**src/rtl/rggen_apb_slave_adapter_if.sv**
```systemverilog
// APB slave-side bundle used by rggen_apb_slave_adapter.
// Parameterised on address and data width; strobe is BUS_WIDTH/8.
interface rggen_apb_if #(
  parameter int ADDRESS_WIDTH = 16,
  parameter int BUS_WIDTH     = 32
);
  logic                   psel;
  logic                   penable;
  logic [ADDRESS_WIDTH-1:0] paddr;
  logic [2:0]             pprot;
  logic                   pwrite;
  logic [BUS_WIDTH/8-1:0] pstrb;
  logic [BUS_WIDTH-1:0]   pwdata;
  logic                   pready;
  logic [BUS_WIDTH-1:0]   prdata;
  logic                   pslverr;

  modport slave (
    input  psel, penable, paddr, pprot,
    input  pwrite, pstrb, pwdata,
    output pready, prdata, pslverr
  );

  modport master (
    output psel, penable, paddr, pprot,
    output pwrite, pstrb, pwdata,
    input  pready, prdata, pslverr
  );
endinterface

```
**src/rtl/rggen_apb_slave_adapter.sv**
```systemverilog
// APB slave to rggen register-bus bridge (IDLE/REQUEST/RESPONSE).
// Optional wait limit enabled by RGGEN_APB_SLAVE_ADAPTER_TIMEOUT_EN.
module rggen_apb_slave_adapter #(
  parameter int ADDRESS_WIDTH  = 16,
  parameter int BUS_WIDTH      = 32,
  parameter int TIMEOUT_CYCLES = 256
)(
  input  logic                     i_clk,
  input  logic                     i_rst_n,
  rggen_apb_if.slave               apb_if,
  output logic                     o_reg_valid,
  output logic [ADDRESS_WIDTH-1:0] o_reg_address,
  output logic                     o_reg_write,
  output logic [BUS_WIDTH-1:0]     o_reg_write_data,
  output logic [BUS_WIDTH/8-1:0]   o_reg_strobe,
  input  logic                     i_reg_ready,
  input  logic [1:0]               i_reg_status,
  input  logic [BUS_WIDTH-1:0]     i_reg_read_data
);

  typedef enum logic [1:0] {
    IDLE,
    REQUEST,
    RESPONSE
  } state_e;

  state_e               state;
  state_e               state_next;
  logic                 setup;
  logic                 accept;
  logic                 expired;
  logic [BUS_WIDTH-1:0] rsp_data;
  logic                 rsp_error;
  logic                 unused;

  assign setup  = apb_if.psel && !apb_if.penable;
  assign accept = (state == IDLE) && setup;
  assign unused = ^{apb_if.pprot, i_reg_status[0]};

`ifdef RGGEN_APB_SLAVE_ADAPTER_TIMEOUT_EN
  localparam logic [15:0] LIMIT = 16'(TIMEOUT_CYCLES - 1);

  logic [15:0] count;

  always_ff @(posedge i_clk or negedge i_rst_n) begin
    if (!i_rst_n) begin
      count <= '0;
    end else if (accept) begin
      count <= '0;
    end else if ((state == REQUEST) && !i_reg_ready) begin
      count <= count + 16'd1;
    end
  end

  // ready in the limit cycle wins over the timeout
  assign expired = (state == REQUEST) && !i_reg_ready &&
                   (count == LIMIT);
`else
  localparam int unused_timeout_cycles = TIMEOUT_CYCLES;

  assign expired = 1'b0;
`endif

  always_ff @(posedge i_clk or negedge i_rst_n) begin
    if (!i_rst_n) begin
      state <= IDLE;
    end else begin
      state <= state_next;
    end
  end

  always_comb begin
    state_next = state;
    unique case (state)
      IDLE: begin
        if (setup) begin
          state_next = REQUEST;
        end
      end
      REQUEST: begin
        if (i_reg_ready || expired) begin
          state_next = RESPONSE;
        end
      end
      RESPONSE: begin
        state_next = IDLE;
      end
      default: begin
        state_next = IDLE;
      end
    endcase
  end

  always_ff @(posedge i_clk or negedge i_rst_n) begin
    if (!i_rst_n) begin
      o_reg_address    <= '0;
      o_reg_write      <= 1'b0;
      o_reg_write_data <= '0;
      o_reg_strobe     <= '0;
    end else if (accept) begin
      o_reg_address    <= apb_if.paddr;
      o_reg_write      <= apb_if.pwrite;
      o_reg_write_data <= apb_if.pwdata;
      o_reg_strobe     <= apb_if.pstrb;
    end
  end

  always_ff @(posedge i_clk or negedge i_rst_n) begin
    if (!i_rst_n) begin
      rsp_data  <= '0;
      rsp_error <= 1'b0;
    end else if ((state == REQUEST) && i_reg_ready) begin
      rsp_error <= i_reg_status[1];
      rsp_data  <= o_reg_write ? '0 : i_reg_read_data;
    end else if (expired) begin
      rsp_error <= 1'b1;
      rsp_data  <= '0;
    end
  end

  assign o_reg_valid    = (state == REQUEST);
  assign apb_if.pready  = (state == RESPONSE);
  assign apb_if.prdata  = (state == RESPONSE) ? rsp_data : '0;
  assign apb_if.pslverr = (state == RESPONSE) && rsp_error;

endmodule

```
**src/flat_wrapper.sv**
```systemverilog
// flat-port wrapper written by rule: the top's interface ports become plain ports
module rggen_apb_slave_adapter_flat 
#(
  parameter int ADDRESS_WIDTH  = 16,
  parameter int BUS_WIDTH      = 32,
  parameter int TIMEOUT_CYCLES = 256
)
  (i_clk, i_rst_n, o_reg_valid, o_reg_address, o_reg_write, o_reg_write_data, o_reg_strobe, i_reg_ready, i_reg_status, i_reg_read_data, apb_if_psel, apb_if_penable, apb_if_paddr, apb_if_pprot, apb_if_pwrite, apb_if_pstrb, apb_if_pwdata, apb_if_pready, apb_if_prdata, apb_if_pslverr);
  rggen_apb_if #(.ADDRESS_WIDTH(ADDRESS_WIDTH), .BUS_WIDTH(BUS_WIDTH)) apb_if_i ();
  input  logic i_clk;
  input  logic i_rst_n;
  output logic o_reg_valid;
  output logic [ADDRESS_WIDTH-1:0] o_reg_address;
  output logic o_reg_write;
  output logic [BUS_WIDTH-1:0] o_reg_write_data;
  output logic [BUS_WIDTH/8-1:0] o_reg_strobe;
  input  logic i_reg_ready;
  input  logic [1:0] i_reg_status;
  input  logic [BUS_WIDTH-1:0] i_reg_read_data;
  input wire logic [$bits(apb_if_i.psel)-1:0] apb_if_psel;
  input wire logic [$bits(apb_if_i.penable)-1:0] apb_if_penable;
  input wire logic [$bits(apb_if_i.paddr)-1:0] apb_if_paddr;
  input wire logic [$bits(apb_if_i.pprot)-1:0] apb_if_pprot;
  input wire logic [$bits(apb_if_i.pwrite)-1:0] apb_if_pwrite;
  input wire logic [$bits(apb_if_i.pstrb)-1:0] apb_if_pstrb;
  input wire logic [$bits(apb_if_i.pwdata)-1:0] apb_if_pwdata;
  output wire logic [$bits(apb_if_i.pready)-1:0] apb_if_pready;
  output wire logic [$bits(apb_if_i.prdata)-1:0] apb_if_prdata;
  output wire logic [$bits(apb_if_i.pslverr)-1:0] apb_if_pslverr;
  assign apb_if_i.psel = apb_if_psel;
  assign apb_if_i.penable = apb_if_penable;
  assign apb_if_i.paddr = apb_if_paddr;
  assign apb_if_i.pprot = apb_if_pprot;
  assign apb_if_i.pwrite = apb_if_pwrite;
  assign apb_if_i.pstrb = apb_if_pstrb;
  assign apb_if_i.pwdata = apb_if_pwdata;
  assign apb_if_pready = apb_if_i.pready;
  assign apb_if_prdata = apb_if_i.prdata;
  assign apb_if_pslverr = apb_if_i.pslverr;
  rggen_apb_slave_adapter #(.ADDRESS_WIDTH(ADDRESS_WIDTH), .BUS_WIDTH(BUS_WIDTH), .TIMEOUT_CYCLES(TIMEOUT_CYCLES)) u_core (.i_clk(i_clk), .i_rst_n(i_rst_n), .apb_if(apb_if_i), .o_reg_valid(o_reg_valid), .o_reg_address(o_reg_address), .o_reg_write(o_reg_write), .o_reg_write_data(o_reg_write_data), .o_reg_strobe(o_reg_strobe), .i_reg_ready(i_reg_ready), .i_reg_status(i_reg_status), .i_reg_read_data(i_reg_read_data));
endmodule
```
**config.mk**
```make
export PLATFORM = sky130hd
export DESIGN_NAME = rggen_apb_slave_adapter_flat
export DESIGN_NICKNAME = d
export VERILOG_FILES = /design/src/rtl/rggen_apb_slave_adapter_if.sv /design/src/rtl/rggen_apb_slave_adapter.sv /design/src/flat_wrapper.sv
export SDC_FILE = /design/constraint.sdc
export NUM_CORES = 1
export LEC_CHECK = 0
export BUFFER_PORTS_ARGS = -buffer_cell sky130_fd_sc_hd__buf_2
export CORE_UTILIZATION = 40
export DETAILED_ROUTE_END_ITERATION = 12
export GPL_ROUTABILITY_DRIVEN = 0
export HOLD_SLACK_MARGIN = 0.12
export PLACE_DENSITY = 0.75
export SYNTH_ARGS = -nofsm -noshare
export SYNTH_HDL_FRONTEND = slang
export SYNTH_SLANG_ARGS = --single-unit
```
**constraint.sdc**
```tcl
create_clock -name i_clk -period 1.8 [get_ports i_clk]
set_input_delay 0.36 -clock i_clk [delete_from_list [all_inputs] [get_ports i_clk]]
set_output_delay 0.36 -clock i_clk [all_outputs]
set_load 0.02 [all_outputs]
```
# ---- Yosys cells after proc, flatten, opt, wreduce, memory -nomap -nowiden
# Cells that the tools add are included.
dict set report totals {
  reg_bits 88
  in_bits 95
  out_inout_bits 88
  wordCells 23
}
dict set report classes {
  n_eq_ne 4
  mux 5
  n_reduce_logical 7
}
# cell count
set ops {}
lappend ops {{two-way mux 32 bit} 2}
lappend ops {{logical AND 1 bit} 4}
lappend ops {{two-way mux 2 bit} 2}
lappend ops {{!= test 2 x 1 -> 1 bit, second input constant} 2}
lappend ops {{one-hot mux 2 bit (2 select lines)} 1}
lappend ops {{== test 2 x 1 -> 1 bit, second input constant} 1}
lappend ops {{== test 2 bit, second input constant} 1}
lappend ops {{logical NOT 2 bit} 1}
lappend ops {{AND reduction 2 bit} 1}
lappend ops {{logical NOT 1 bit} 1}

# ---- Logic depth before layout (Yosys ltp)
# Gate-level depths: netlist of run 1.
dict set report logic_depth {
  ltp_word 4
  ltp_mapped 4
  ltp_nobuf 2
}

# ---- Worst setup path after synthesis of run 1
# No wires, ideal clock.
dict set report synth_timing {
  kind {register to output}
  from {reg u_core.state[0]}
  to {out apb_if_prdata[22]}
  arrival_ns 1.319
  required_ns 1.440
  setup_slack_ns 0.121
  path_stages_with_launch 4
  path_buffers 1
  cell_sequence {dfrtp_1 and2b_1 clkbuf_1 and2_1}
}
dict set report synth_between {
  elab_chain_cells 2
}
# element line_no
set synth_rtl {}
lappend synth_rtl {{from (decl)} rggen_apb_slave_adapter.sv:27} ;# state_e state;
lappend synth_rtl {{from (signal assigned)} rggen_apb_slave_adapter.sv:68} ;# state <= state_next;
lappend synth_rtl {{== test 2 bit} --}
lappend synth_rtl {{via apb_if_pready} flat_wrapper.sv:27} ;# output wire logic [$bits(apb_if_i.pready)-1:0] apb_if_pready;
lappend synth_rtl {{two-way mux 32 bit} rggen_apb_slave_adapter.sv:123} ;# assign apb_if.prdata = (state == RESPONSE) ? rsp_data : '0;
lappend synth_rtl {{to (decl)} flat_wrapper.sv:28} ;# output wire logic [$bits(apb_if_i.prdata)-1:0] apb_if_prdata;
# The timed path passes the listed nets, and every way through them passes these cells.

# ---- Final worst setup path of run 1
dict set report layout_timing {
  from {reg u_core.state[0]}
  to {out apb_if_prdata[5]}
}
dict set report layout_between {
  elab_chain_cells 2
}
# element line_no
set layout_rtl {}
lappend layout_rtl {{== test 2 bit} rggen_apb_slave_adapter.sv:123}
lappend layout_rtl {{two-way mux 32 bit} rggen_apb_slave_adapter.sv:123}
# No other way between the ends.

==> results of run 1 <==
through the flow:
stage	hold WS, ps	instance area, µm²
floorplan	64.4	3780
CTS	225	5180
detailed placement	357	4840
global route	222	5190
global placement	352	4840
finish	243	5190
layout by cell type, fill, tap and decap left out, types with 2 or more instances in the layout:
cell,synthesis,layout
clkbuf_8,0,10
mux2_2,76,76
buf_6,5,14
nor2b_1,33,33
clkinvlp_4,0,2
and2_1,33,31
clkinv_2,0,2
buf_2,4,144
buf_4,0,23
and2_4,0,2
dfrtp_1,88,88
buf_12,0,6
mux2_4,10,10
cells in the mapped netlist (all sizes together):
library cell,instances
a21oi,1
and2,33
and2b,1
and3b,1
buf,9
clkbuf,6
dfrtp,88
mux2,86
nor2b,33
nor4b,1
or2b,1
or3b,1
what timing repair did:
action / CTS / global route
buffers inserted: 2 / 0
gates resized for setup: 45 / 4
hold buffers: 1 / 0
endpoints found under the hold margin: 35 / 0
setup endpoints to repair: 34 / 33
power groups by stage:
stage / Clock [mW] / Sequential, mW / Combinational (mW)
2_1_floorplan: 0 / 3.30 / 0.903
3_3_place_gp: 0 / 2.91 / 1.95
3_5_place_dp: 0 / 2.95 / 2.00
4_1_cts: 1.29 / 2.92 / 2.05
5_1_grt: 1.37 / 3.00 / 2.17
6_report: 1.24 / 2.91 / 2.02
kinds of logic after synthesis:
logic type / count (synthesis) / share of synthesized area [%]
AND/OR/NAND/NOR: 71 / 12.4
multiplexers: 86 / 26.6
flip-flops: 88 / 58.2
AO/OA/AOI/OAI: 1 / 0.132
buffers and inverters: 15 / 2.61
flip-flops by register name, indices dropped and copies added, names as in the netlist:
| name | flops |
|---|---|
| u_core.o_reg_address | 16 |
| u_core.o_reg_strobe | 4 |
| u_core.o_reg_write | 1 |
| u_core.o_reg_write_data | 32 |
| u_core.rsp_data | 32 |
| u_core.rsp_error | 1 |
| u_core.state | 2 |
worst register-to-register path: cells and delay by family, from the launching register on:
| family | cells | cell delay, ps |
|---|---|---|
| flops | 1 | 380 |
| simple gates | 1 | 420 |
| buf+inv | 2 | 410 |
| mux | 1 | 360 |
cell type report:
type | count | share of cell area [%]
Clock buffer | 10 | 2.65
Clock inverter | 6 | 0.820
Multi-Input combinational cell | 158 | 28.6
Sequential cell | 88 | 42.4
Tap cell | 111 | 2.68
Timing Repair Buffer | 188 | 22.8
metal layers:
metal	wire length (µm)	vias to the layer above
li1	-	1244
met4	99	0
met1	3220	1312
met2	3950	101
met3	542	10
met5	0	-
worst paths after layout:
check                                           startpoint                                     end  depth (start not counted)
setup reg to reg               u_core.state[0]$_DFFE_PN0P_  u_core.o_reg_write_data[3]$_DFFE_PN0P_                          4
setup / recovery               u_core.state[0]$_DFFE_PN0P_                        apb_if_prdata[5]                          4
hold reg to reg            u_core.rsp_data[29]$_DFFE_PN0P_         u_core.rsp_data[29]$_DFFE_PN0P_                          1
min in group asynchronous                          i_rst_n          u_core.rsp_data[6]$_DFFE_PN0P_                          2
hold / removal                            apb_if_pwdata[5]  u_core.o_reg_write_data[5]$_DFFE_PN0P_                          2
max in group asynchronous                          i_rst_n          u_core.rsp_data[5]$_DFFE_PN0P_                          3
==> out/results.ini, run 1 <==
[status]
status=finished with violations
violations=negative setup slack

[worst_setup_path]
crit_path_top_delay_cell=dfrtp_1
end_kind=output pin
cp_max_fo=34
crit_arrival_ps=1440
startpoint_type=flip-flop
cp_data_required_time_ps=1440
max_stage_delay_ps=380
crit_type=reg -> out
crit_family=simple AND/OR/NAND/NOR gates
crit_buf_inv=2
crit_chain=and2b_1 -> buf_12 -> and2_1 -> buf_4
rrSetupSlack_ps=120

[sta]
hold_viol=0
worstMarginPinSlew_ps=491
clock.fmax_mhz=555
slew_headroom_pct=67.3
setup_viol=1
min_period_over_period_pct=100
rsz0062_at_grt=yes
min_period_ps=1800
setup_slack_ps=-1.83
drv_slew=0
fin_setup_tns_ps=-1.83
skew_ps=10.1

[clock_network]
cts_sinks=88
clkSlewWorstSetupHoldPaths_ps=90
numCtsBuffers=9
cts.htree.levels=3
cts_tree=yes
insertion_delay_ps=330
cts_root_buffer=clkbuf_8
cts_buffer_depth=2

[synthesis]
syn-cell-area_mm2=0.00378
yosysWarnings=0
synth_largest_area_cell=dfrtp_1
synth-seq-cells=88
syn_nets=356
synth_top_cell_area_share_pct=58.2
syn_inst=261
syn-mean-instance-area_um2=14.5
yosysSeqAreaShare_pct=58.2
synthTopCellsByArea=dfrtp_1 58%, mux2_2 23%, and2_1 5.5%
synth.distinct_cells=14

[run]
drv_cap=0

[die]
fp.dieW_um=99.2
start_util_pct=41.1
die_y_um=99.2
coreArea_mm2=0.00920
rows=35
die_area_mm2=0.00985
io_pins=183

[placement]
dp_hpwl_um=5480
post-place-ws_ps=176
place_inst=542
portBuffers=178

[power_and_ir_drop]
p_seq_share_pct=47.2
internal-power_mw=4.16
swShare_pct=32.6
p_per_area_mw_per_mm2=1190
p_comb_share_pct=32.7
p_sw_mw=2.02
p_leak_nw=2.58
peakVddDrop_v=0.000579
pwr-share-clk_pct=20.1
power_mw=6.17

[grt]
gr-total-overflow=0
grt_pass1_wl_um=12600
use_met3_pct=4.92
gr-usage-met2_pct=28.8
grt_max_degree=45
grt_pass1_vias=2745
met1_usage_pct=18.8
grt.total_usage_pct=16.2
antenna_found_initial=0
grt-busiest-layer=met2

[route]
drc=0
vias=2667
routed_wl_um=7810
drtAntennaViolNets=0
viasPerCell=4.75
detail_route.first_pass.iterations=4
drt-initial-drc-count=48
wl_per_cell_um=13.9

[cells_and_area]
diodes=0
layout.nets=540
areaGrowthSynthToFinish_pct=37.2
layout.cells.non_filler=561
fillCellCount=780
final_util_pct=56.4
multi_input_area_mm2=0.00149
regArea_mm2=0.00220
drive_above_1_share_pct=65.3

[worst_hold_path]
hp-class=in -> reg

No activity file was read; power rests on OpenSTA's default activity.
==> inputs of run 2 (changes only) <==
--- a/config.mk
+++ b/config.mk
@@ -6,11 +6,11 @@
 export NUM_CORES = 1
 export LEC_CHECK = 0
 export BUFFER_PORTS_ARGS = -buffer_cell sky130_fd_sc_hd__buf_2
-export CORE_UTILIZATION = 40
+export CORE_UTILIZATION = 42
 export DETAILED_ROUTE_END_ITERATION = 12
 export GPL_ROUTABILITY_DRIVEN = 0
 export HOLD_SLACK_MARGIN = 0.12
-export PLACE_DENSITY = 0.75
+export PLACE_DENSITY = 0.81
 export SYNTH_ARGS = -nofsm -noshare
 export SYNTH_HDL_FRONTEND = slang
 export SYNTH_SLANG_ARGS = --single-unit
==> constraint.sdc (replaced) <==
create_clock -name i_clk -period 1.6 [get_ports i_clk]
set_input_delay 0.32 -clock i_clk [delete_from_list [all_inputs] [get_ports i_clk]]
set_output_delay 0.32 -clock i_clk [all_outputs]
set_load 0.02 [all_outputs]
==> run 2 against run 1 <==
Sequential share of layout area decreased by 2.4 points. Largest power group unchanged. Combinational power grew 26%. The run still ends with negative setup slack left. Critical path type unchanged. Clock-buffer cell count stayed put. First-iteration DRC count decreased by 10%. Flip-flop and latch count unchanged. Via count increased by 2.2%.
==> out/results.ini, run 2 (synthesis results as in run 1) <==
[status]
status=finished with violations
violations=negative setup slack

[route]
vias=2727  ; +2.2%
routed_wl_um=8820  ; +13%
drtAntennaViolNets=0  ; unchanged
wl_per_cell_um=15.4  ; +11%
drt-initial-drc-count=43  ; -10%
detail_route.first_pass.iterations=4  ; unchanged
viasPerCell=4.77  ; +0.28%
drc=0  ; unchanged

[power_and_ir_drop]
internal-power_mw=4.83  ; +16%
swShare_pct=32.7  ; about the same
p_leak_nw=2.79  ; +8.2%
p_sw_mw=2.34  ; +16%
peakVddDrop_v=0.000737  ; +27%
power_mw=7.17  ; +16%
p_seq_share_pct=45.6  ; -1.6 points
p_per_area_mw_per_mm2=1300  ; +9.6%
p_comb_share_pct=35.5  ; +2.8 points
pwr-share-clk_pct=18.9  ; -1.2 points

[worst_setup_path]
crit_path_top_delay_cell=dfrtp_1
crit_arrival_ps=1440  ; about the same
cp_max_fo=34  ; unchanged
end_kind=output pin
max_stage_delay_ps=380  ; about the same
crit_chain=and2b_1 -> buf_12 -> and2_1 -> buf_6
rrSetupSlack_ps=-110  ; -230 ps
crit_buf_inv=2  ; unchanged
crit_family=simple AND/OR/NAND/NOR gates
startpoint_type=flip-flop
r2r-start=u_core.state[1]$_DFFE_PN0P_
crit_start=u_core.state[0]$_DFFE_PN0P_
cp_data_required_time_ps=1280  ; -160 ps
crit_type=reg -> out

[clock_network]
cts_root_buffer=clkbuf_8
clkSlewWorstSetupHoldPaths_ps=100  ; about the same
cts_buffer_depth=2  ; unchanged
cts_sinks=88  ; unchanged
cts.htree.levels=3  ; unchanged
numCtsBuffers=9  ; unchanged
cts_tree=yes
insertion_delay_ps=340  ; about the same

[placement]
portBuffers=178  ; unchanged
dp_hpwl_um=5370  ; -2.1%
post-place-ws_ps=-9.07  ; -186 ps

[run]
drv_cap=0  ; unchanged

[die]
fp.dieW_um=96.9  ; -2.4%
rows=34  ; -2.9%
die_area_mm2=0.00939  ; -4.7%
io_pins=183  ; unchanged
start_util_pct=43.4  ; +2.2 points
die_y_um=96.9  ; -2.4%
coreArea_mm2=0.00872  ; -5.2%

[sta]
slew_headroom_pct=68.2  ; +0.93 points
min_period_ps=1760
min_period_over_period_pct=110
hold_viol=0  ; unchanged
setup_viol=71  ; +70
rsz0062_at_grt=yes
clock.fmax_mhz=569
setup_slack_ps=-157  ; -155 ps
worstMarginPinSlew_ps=477  ; -14.0 ps
skew_ps=12.2  ; +2.15 ps
drv_slew=0  ; unchanged
fin_setup_tns_ps=-7060  ; -7060 ps

[grt]
grt_pass1_wl_um=13500  ; +6.7%
grt.total_usage_pct=17.7  ; +1.4 points
grt_max_degree=89  ; +98%
grt_pass1_vias=2957  ; +7.7%
antenna_found_initial=0  ; unchanged
gr-total-overflow=0  ; unchanged

[cells_and_area]
diodes=0  ; unchanged
layout_common_cells=144 x buf_2, 88 x dfrtp_1, 43 x mux2_2, 43 x mux2_4, 33 x nor2b_1
layout.nets=554  ; +2.6%
areaGrowthSynthToFinish_pct=45.4
final_util_pct=63.0  ; +6.6 points
drive_above_1_share_pct=65.9  ; +0.61 points
layout_commonest_cell=buf_2
biggestRegsByFlops=u_core.o_reg_write_data (32), u_core.rsp_data (32), u_core.o_reg_address (16)

[worst_hold_path]
hp-start=apb_if_paddr[7]
hp-class=in -> reg

==> run 2: power groups by stage <==
stage / sequential [mW] / clock, mW / combinational, mW
after global placement: 3.25 / 0 / 2.18
after CTS: 3.25 / 1.41 / 2.31
final: 3.27 / 1.36 / 2.55
after floorplan: 3.72 / 0 / 1.02
after global routing: 3.37 / 1.49 / 2.72
after detailed placement: 3.30 / 0 / 2.25
==> run 2: area by class of cell <==
type	count	area, µm²
flip-flops and latches	88	2200
multi-input cells	158	1610
repair buffers	202	1380
well taps	108	135
fillers	678	3220
clock inverters	6	42.5
clock buffers	10	128
==> run 2: worst paths after layout <==
path / cells past startpoint / endpoint
setup / recovery: 4 / apb_if_prdata[20]
hold / removal: 2 / u_core.o_reg_address[7]$_DFFE_PN0P_
setup reg to reg: 6 / u_core.o_reg_address[12]$_DFFE_PN0P_
hold reg to reg: 1 / u_core.rsp_data[0]$_DFFE_PN0P_
max in group asynchronous: 3 / u_core.o_reg_address[3]$_DFFE_PN0P_
min in group asynchronous: 3 / u_core.rsp_data[5]$_DFFE_PN0P_
==> run 2: routing by layer <==
metal | track usage [%] | wire (µm) | vias to the layer above
met3 | 4.55 | 521 | 10
met2 | 31.5 | 4540 | 101
met5 | 0 | 0 | -
met1 | 20.8 | 3680 | 1348
met4 | 5.51 | 80 | 0
li1 | - | - | 1268
==> run 2: repair_timing <==
action / CTS / global route
buffers inserted: 2 / 8
cloned: 0 / 7
hold buffers: 1 / 0
pin swaps: 1 / 1
hold endpoints to repair: 88 / 0
setup endpoints to repair: 34 / 88
gates resized for setup: 45 / 53
==> run 2: per-stage QoR <==
| stage | area [µm²] | instances | hold slack [ps] |
|---|---|---|---|
| 6_report | 5500 | 572 | 199 |
| 3_5_place_dp | 4810 | 538 | 402 |
| 4_1_cts | 5130 | 557 | 179 |
| 5_1_grt | 5500 | 572 | 171 |
| 3_3_place_gp | 4810 | 538 | 390 |
| 2_1_floorplan | 3780 | 261 | 24.4 |
